===== config.mk =====
export PLATFORM = sky130hd
export DESIGN_NAME = aes_ctr_stream_arbiter
export DESIGN_NICKNAME = d
export VERILOG_FILES = /design/src/rtl/aes_ctr_stream_arbiter.sv
export SDC_FILE = /design/constraint.sdc
export NUM_CORES = 1
export LEC_CHECK = 0
export CAP_MARGIN = 30
export CELL_PAD_IN_SITES_DETAIL_PLACEMENT = 0
export CELL_PAD_IN_SITES_GLOBAL_PLACEMENT = 1
export CORE_AREA = 2 2 569 571
export DETAILED_ROUTE_END_ITERATION = 6
export DIE_AREA = 0 0 571 573
export PLACE_DENSITY = 0.3
export REMOVE_ABC_BUFFERS = 1
export SKIP_LAST_GASP = 1
export SYNTH_ARGS = -nofsm -noshare
export SYNTH_HDL_FRONTEND = slang
export SYNTH_SLANG_ARGS = --single-unit

===== constraint.sdc =====
create_clock -name Clk -period 3.9 [get_ports Clk]
set_input_delay 0.975 -clock Clk [delete_from_list [all_inputs] [get_ports Clk]]
set_output_delay 0.975 -clock Clk [all_outputs]
set_load 0.01 [all_outputs]

===== src/rtl/aes_ctr_stream_arbiter.sv =====
// aes_ctr_stream_arbiter: shares one iterative AES-256-CTR core between NUM_CH
// AXI-Stream requesters, one packet at a time in round-robin order. The core's
// output stream is routed back to the channel that owns the core.
// Optional feature: define AES_ARB_PKTCNT_EN to add the per-channel 16-bit
// Pkt_cnt output (completed output packets per channel).
module aes_ctr_stream_arbiter #(
  parameter int unsigned NUM_CH     = 4,
  parameter int unsigned BLOCK_SIZE = 128
) (
  input  logic                               Clk,
  input  logic                               Rst,
  input  logic [NUM_CH-1:0]                  S_axis_tvalid,
  output logic [NUM_CH-1:0]                  S_axis_tready,
  input  logic [NUM_CH*BLOCK_SIZE-1:0]       S_axis_tdata,
  input  logic [NUM_CH*(BLOCK_SIZE/8)-1:0]   S_axis_tkeep,
  input  logic [NUM_CH-1:0]                  S_axis_tlast,
  input  logic [NUM_CH-1:0]                  S_axis_tuser,
  output logic [NUM_CH-1:0]                  M_axis_tvalid,
  input  logic [NUM_CH-1:0]                  M_axis_tready,
  output logic [NUM_CH*BLOCK_SIZE-1:0]       M_axis_tdata,
  output logic [NUM_CH*(BLOCK_SIZE/8)-1:0]   M_axis_tkeep,
  output logic [NUM_CH-1:0]                  M_axis_tlast,
  output logic                               Core_s_tvalid,
  input  logic                               Core_s_tready,
  output logic [BLOCK_SIZE-1:0]              Core_s_tdata,
  output logic [BLOCK_SIZE/8-1:0]            Core_s_tkeep,
  output logic                               Core_s_tlast,
  output logic                               Core_s_tuser,
  input  logic                               Core_m_tvalid,
  output logic                               Core_m_tready,
  input  logic [BLOCK_SIZE-1:0]              Core_m_tdata,
  input  logic [BLOCK_SIZE/8-1:0]            Core_m_tkeep,
  input  logic                               Core_m_tlast,
`ifdef AES_ARB_PKTCNT_EN
  output logic [NUM_CH*16-1:0]               Pkt_cnt,
`endif
  output logic                               Grant_valid,
  output logic [$clog2(NUM_CH)-1:0]          Grant_id
);

  localparam int unsigned KEEP_W = BLOCK_SIZE / 8;
  localparam int unsigned ID_W   = $clog2(NUM_CH);
  localparam int unsigned CNT_W  = 16;

  typedef enum logic [0:0] {ST_IDLE, ST_BUSY} state_t;

  state_t          state_q, state_d;
  logic [ID_W-1:0] grant_q, grant_d;
  logic            grant_valid_q, grant_valid_d;
  logic [ID_W-1:0] rr_ptr_q, rr_ptr_d;
  logic            in_done_q, in_done_d;

  logic            req_found;
  logic [ID_W-1:0] req_id;
  int unsigned     gsel;
  logic            in_hs_last;
  logic            out_hs_last;

  assign gsel        = 32'(grant_q);
  assign in_hs_last  = (state_q == ST_BUSY) & Core_s_tvalid & Core_s_tready & Core_s_tlast;
  assign out_hs_last = (state_q == ST_BUSY) & Core_m_tvalid & Core_m_tready & Core_m_tlast;
  assign Grant_valid = grant_valid_q;
  assign Grant_id    = grant_q;

  // Round-robin search: first requesting channel at or above rr_ptr, wrapping.
  always_comb begin
    int unsigned idx;
    idx       = 0;
    req_found = 1'b0;
    req_id    = '0;
    for (int unsigned k = 0; k < NUM_CH; k++) begin
      idx = 32'(rr_ptr_q) + k;
      if (idx >= NUM_CH) idx = idx - NUM_CH;
      if (!req_found && S_axis_tvalid[ID_W'(idx)]) begin
        req_found = 1'b1;
        req_id    = ID_W'(idx);
      end
    end
  end

  // State and grant registers.
  always_ff @(posedge Clk) begin
    if (Rst) begin
      state_q       <= ST_IDLE;
      grant_q       <= '0;
      grant_valid_q <= 1'b0;
      rr_ptr_q      <= '0;
      in_done_q     <= 1'b0;
    end else begin
      state_q       <= state_d;
      grant_q       <= grant_d;
      grant_valid_q <= grant_valid_d;
      rr_ptr_q      <= rr_ptr_d;
      in_done_q     <= in_done_d;
    end
  end

  // Next-state: grant on any request, release on the core's final output beat.
  always_comb begin
    state_d       = state_q;
    grant_d       = grant_q;
    grant_valid_d = grant_valid_q;
    rr_ptr_d      = rr_ptr_q;
    in_done_d     = in_done_q;
    case (state_q)
      ST_IDLE: begin
        if (req_found) begin
          state_d       = ST_BUSY;
          grant_d       = req_id;
          grant_valid_d = 1'b1;
          in_done_d     = 1'b0;
        end
      end
      ST_BUSY: begin
        if (in_hs_last) in_done_d = 1'b1;
        if (out_hs_last) begin
          state_d       = ST_IDLE;
          grant_d       = '0;
          grant_valid_d = 1'b0;
          in_done_d     = 1'b0;
          rr_ptr_d      = (grant_q == ID_W'(NUM_CH - 1)) ? '0 : grant_q + ID_W'(1);
        end
      end
      default: state_d = ST_IDLE;
    endcase
  end

  // Zero-latency routing between the granted channel and the core; all else quiet.
  always_comb begin
    S_axis_tready = '0;
    M_axis_tvalid = '0;
    M_axis_tdata  = '0;
    M_axis_tkeep  = '0;
    M_axis_tlast  = '0;
    Core_s_tvalid = 1'b0;
    Core_s_tdata  = '0;
    Core_s_tkeep  = '0;
    Core_s_tlast  = 1'b0;
    Core_s_tuser  = 1'b0;
    Core_m_tready = 1'b0;
    if (state_q == ST_BUSY) begin
      Core_s_tvalid                               = S_axis_tvalid[grant_q] & ~in_done_q;
      Core_s_tdata                                = S_axis_tdata[gsel*BLOCK_SIZE +: BLOCK_SIZE];
      Core_s_tkeep                                = S_axis_tkeep[gsel*KEEP_W +: KEEP_W];
      Core_s_tlast                                = S_axis_tlast[grant_q];
      Core_s_tuser                                = S_axis_tuser[grant_q];
      S_axis_tready[grant_q]                      = Core_s_tready & ~in_done_q;
      M_axis_tvalid[grant_q]                      = Core_m_tvalid;
      M_axis_tdata[gsel*BLOCK_SIZE +: BLOCK_SIZE] = Core_m_tdata;
      M_axis_tkeep[gsel*KEEP_W +: KEEP_W]         = Core_m_tkeep;
      M_axis_tlast[grant_q]                       = Core_m_tlast;
      Core_m_tready                               = M_axis_tready[grant_q];
    end
  end

`ifdef AES_ARB_PKTCNT_EN
  logic [NUM_CH*CNT_W-1:0] pkt_cnt_q, pkt_cnt_d;

  // Per-channel completed-packet counters, wrapping at 16 bits.
  always_comb begin
    pkt_cnt_d = pkt_cnt_q;
    if (out_hs_last) pkt_cnt_d[gsel*CNT_W +: CNT_W] = pkt_cnt_q[gsel*CNT_W +: CNT_W] + CNT_W'(1);
  end

  // Counter register.
  always_ff @(posedge Clk) begin
    if (Rst) pkt_cnt_q <= '0;
    else     pkt_cnt_q <= pkt_cnt_d;
  end

  assign Pkt_cnt = pkt_cnt_q;
`endif

endmodule


==> metrics <==
outcome=finished, violations left; failing checks=setup timing; Total GRT Usage=0.119; Finished Layout Cells=roughly 6,900; design area=31,100 µm²; Ys Warns=0; arrival time worst endpoint=2.97 ns; initial antenna violation count=162; maximum number of pins on one net before global-route repair=152; max_slew headroom=0.251; gr ovfl total=0; cell count after synthesis=1,056; crit share post-route=1.01; Setup WS post-layout=-0.0464 ns; routed wl met2=about 110 mm; CTS Buf Count=3; crit path max fanout=1; Largest stage delay, worst path=0.61 ns; critical path startpoint category=input port; layout cells sized above 1=0.173; Crit path required time=slightly below 3 ns; clock sink total=7; DP HPWL=188 mm; Clock Tree Buf Depth=2; # rows=about 210; top-count cell post-synth=and2_1; slowest CP cell=clkdlybuf4s50_1; final hold violations=0; Worst Hold Class=reg2reg; first-pass GRT wire length=241 mm; Post-synth EDFFs=0; pwr dens=about 110 nW/µm²; ranking of synthesized cells by area=and2_1, mux4_2, clkbuf_1, dfxtp_1, buf_4; async set-or-reset flop fraction in the synthesized netlist=0; Highest Signal Layer=met5; static leakage=10.4 nW; Port Buf Inserts=about 1,500; hold_buf cts=0; Slew Viols, Final=0; Peak supply drop=slightly below 0.1 mV; register area share after synthesis=0.0157; Met3 Wirelength=20.7 mm; CP Class=in2out; CP most frequent cell=clkdlybuf4s50_1; Die W=571 µm; DR WL/cell=29.7 µm; total I/O pin count=1,480; total routed wirelength=between 200 and 250 mm; synthesized area per cell=about 8.5 µm²; number of fill cells=roughly 37,000; DR DRC count=0; Yosys reg bits=7; clk_lat worst skew=0.23 ns; CTS root buf=clkbuf_16; vias per cell=2.26; post-synth top area share=0.509; leading area contributor after synthesis=and2_1; Post-synth top cells=and2_1, mux4_2, clkbuf_1; Detail Route Antenna Nets=0; Initial Utilization=0.0279; Layout Skew=between 0.001 and 0.0015 ns; fmax=253 MHz; unique cell type count in the Yosys netlist=35; dpl ws=-0.197 ns; Die Y=about 570 µm; via count=15,600; iteration-0 DRC count of the detailed router=730; CP endpoint kind=output port; DRT Pass-1 Iters=4; CTS tree=built; CP cell instances=clkdlybuf4s50_1 > mux4_2 > and2_1 > clkdlybuf4s50_1; routability cong.=0.945; RSZ-0062 raised after global routing=yes; H-tree depth=1; area delta synth->final=248%; mapped cell area=8940 µm²; die area=327,000 µm²; setup tns final=-0.0641 ns; clock transition at the registers of the reported paths=0.04 ns; cell area after placement=30,700 µm²; Core Box Area=320,000 µm²; Placed Cells=6,821; vias in the first global route=16,200; # setup viols final=2; total of max-cap violations=0; M1 wire length=67.8 mm; top_reg_cell synth=dfxtp_1; fin nets=3,282; Worst-Margin Slew=1.12 ns; Tmin final=slightly below 4 ns
-- flip-flops by register name (all words and copies together), names as in the netlist --
name and flops:
Grant_id 2, Grant_valid 1, in_done_q 1, rr_ptr_q 2, state_q 1
-- cell families after synthesis --
kind of cell,share of synthesized area
AO/OA/AOI/OAI,0.00923
adder cells (fa/ha/maj),0.00839
buffers and inverters,0.0599
flip-flops,0.0157
multiplexers,0.374
AND/OR/NAND/NOR,0.533
-- routing by layer --
layer / GRT usage / vias to the layer above
met5: 0 / -
met4: 0.0305 / 90
met3: 0.0484 / 250
met2: 0.229 / 1052
met1: 0.115 / 7564
li1: - / 6608
-- what timing repair did --
item	in CTS	in global routing
resized for setup	12	28
pin swaps	1	1
buffers inserted	2	9
cloned	0	4
endpoints found under the setup margin	58	73
-- critical path, delay by kind of cell --
| kind | cells | cell delay (ns) |
|---|---|---|
| buf+inv | 2 | 1.16 |
| mux | 1 | 0.57 |
| simple gates | 1 | 0.25 |
-- area by class of cell --
type                    count  area, µm²  share of cell area
flip-flops and latches      7        151             0.00486
clock buffers               4       78.8             0.00253
diodes                     56        140             0.00450
multi-input cells         929       8280               0.266
inverters                   5       18.8            0.000603
repair buffers           1589      17100               0.549
well taps                4305       5390               0.173
-- placed cells by master (no fill, tap or decap), types with 2 or more instances in the layout --
cell type        instances
clkdlybuf4s50_1       1277
and2_1                 726
mux4_2                 148
buf_12                 135
buf_4                  134
diode_2                 56
dlymetal6s2s_1          24
dlygate4sd2_1           10
and3_1                   8
a21oi_1                  6
ha_1                     6
clkbuf_16                6
inv_1                    5
nand2_1                  5
dfxtp_1                  4
nor2_1                   4
o21ai_0                  4
buf_16                   4
dfxtp_4                  3
nor2b_1                  2
and4_4                   2
o2bb2ai_1                2
buf_6                    2
-- final timing paths --
check	endpoint	slack, ns	cells after the start	startpoint
worst max-delay path	Core_s_tdata[27]	-0.05	4	S_axis_tdata[155]
worst min-delay path	Grant_valid	0.53	2	Grant_valid
worst max register to register	rr_ptr_q[0]	1.90	4	state_q
worst min register to register	Grant_valid	0.53	2	Grant_valid
-- per-stage QoR --
step	utilization	total power [mW]	hold WS [ns]
3_3_place_gp	0.0957	3.24	0.501
5_1_grt	0.0970	3.53	0.549
4_1_cts	0.0960	3.42	0.528
2_1_floorplan	-	0.885	0.458
6_report	0.0972	3.35	0.529
3_5_place_dp	0.0957	3.23	0.504
-- power by group --
group / internal (mW) / total [mW] / leakage [nW] / switching, mW
registers: 0.0751 / 0.0816 / 0.0593 / 0.00649
clock network: 0.136 / 0.178 / 0.0385 / 0.0415
logic: 1.65 / 3.09 / 10.3 / 1.45
Power figures use the tool's default switching activity.
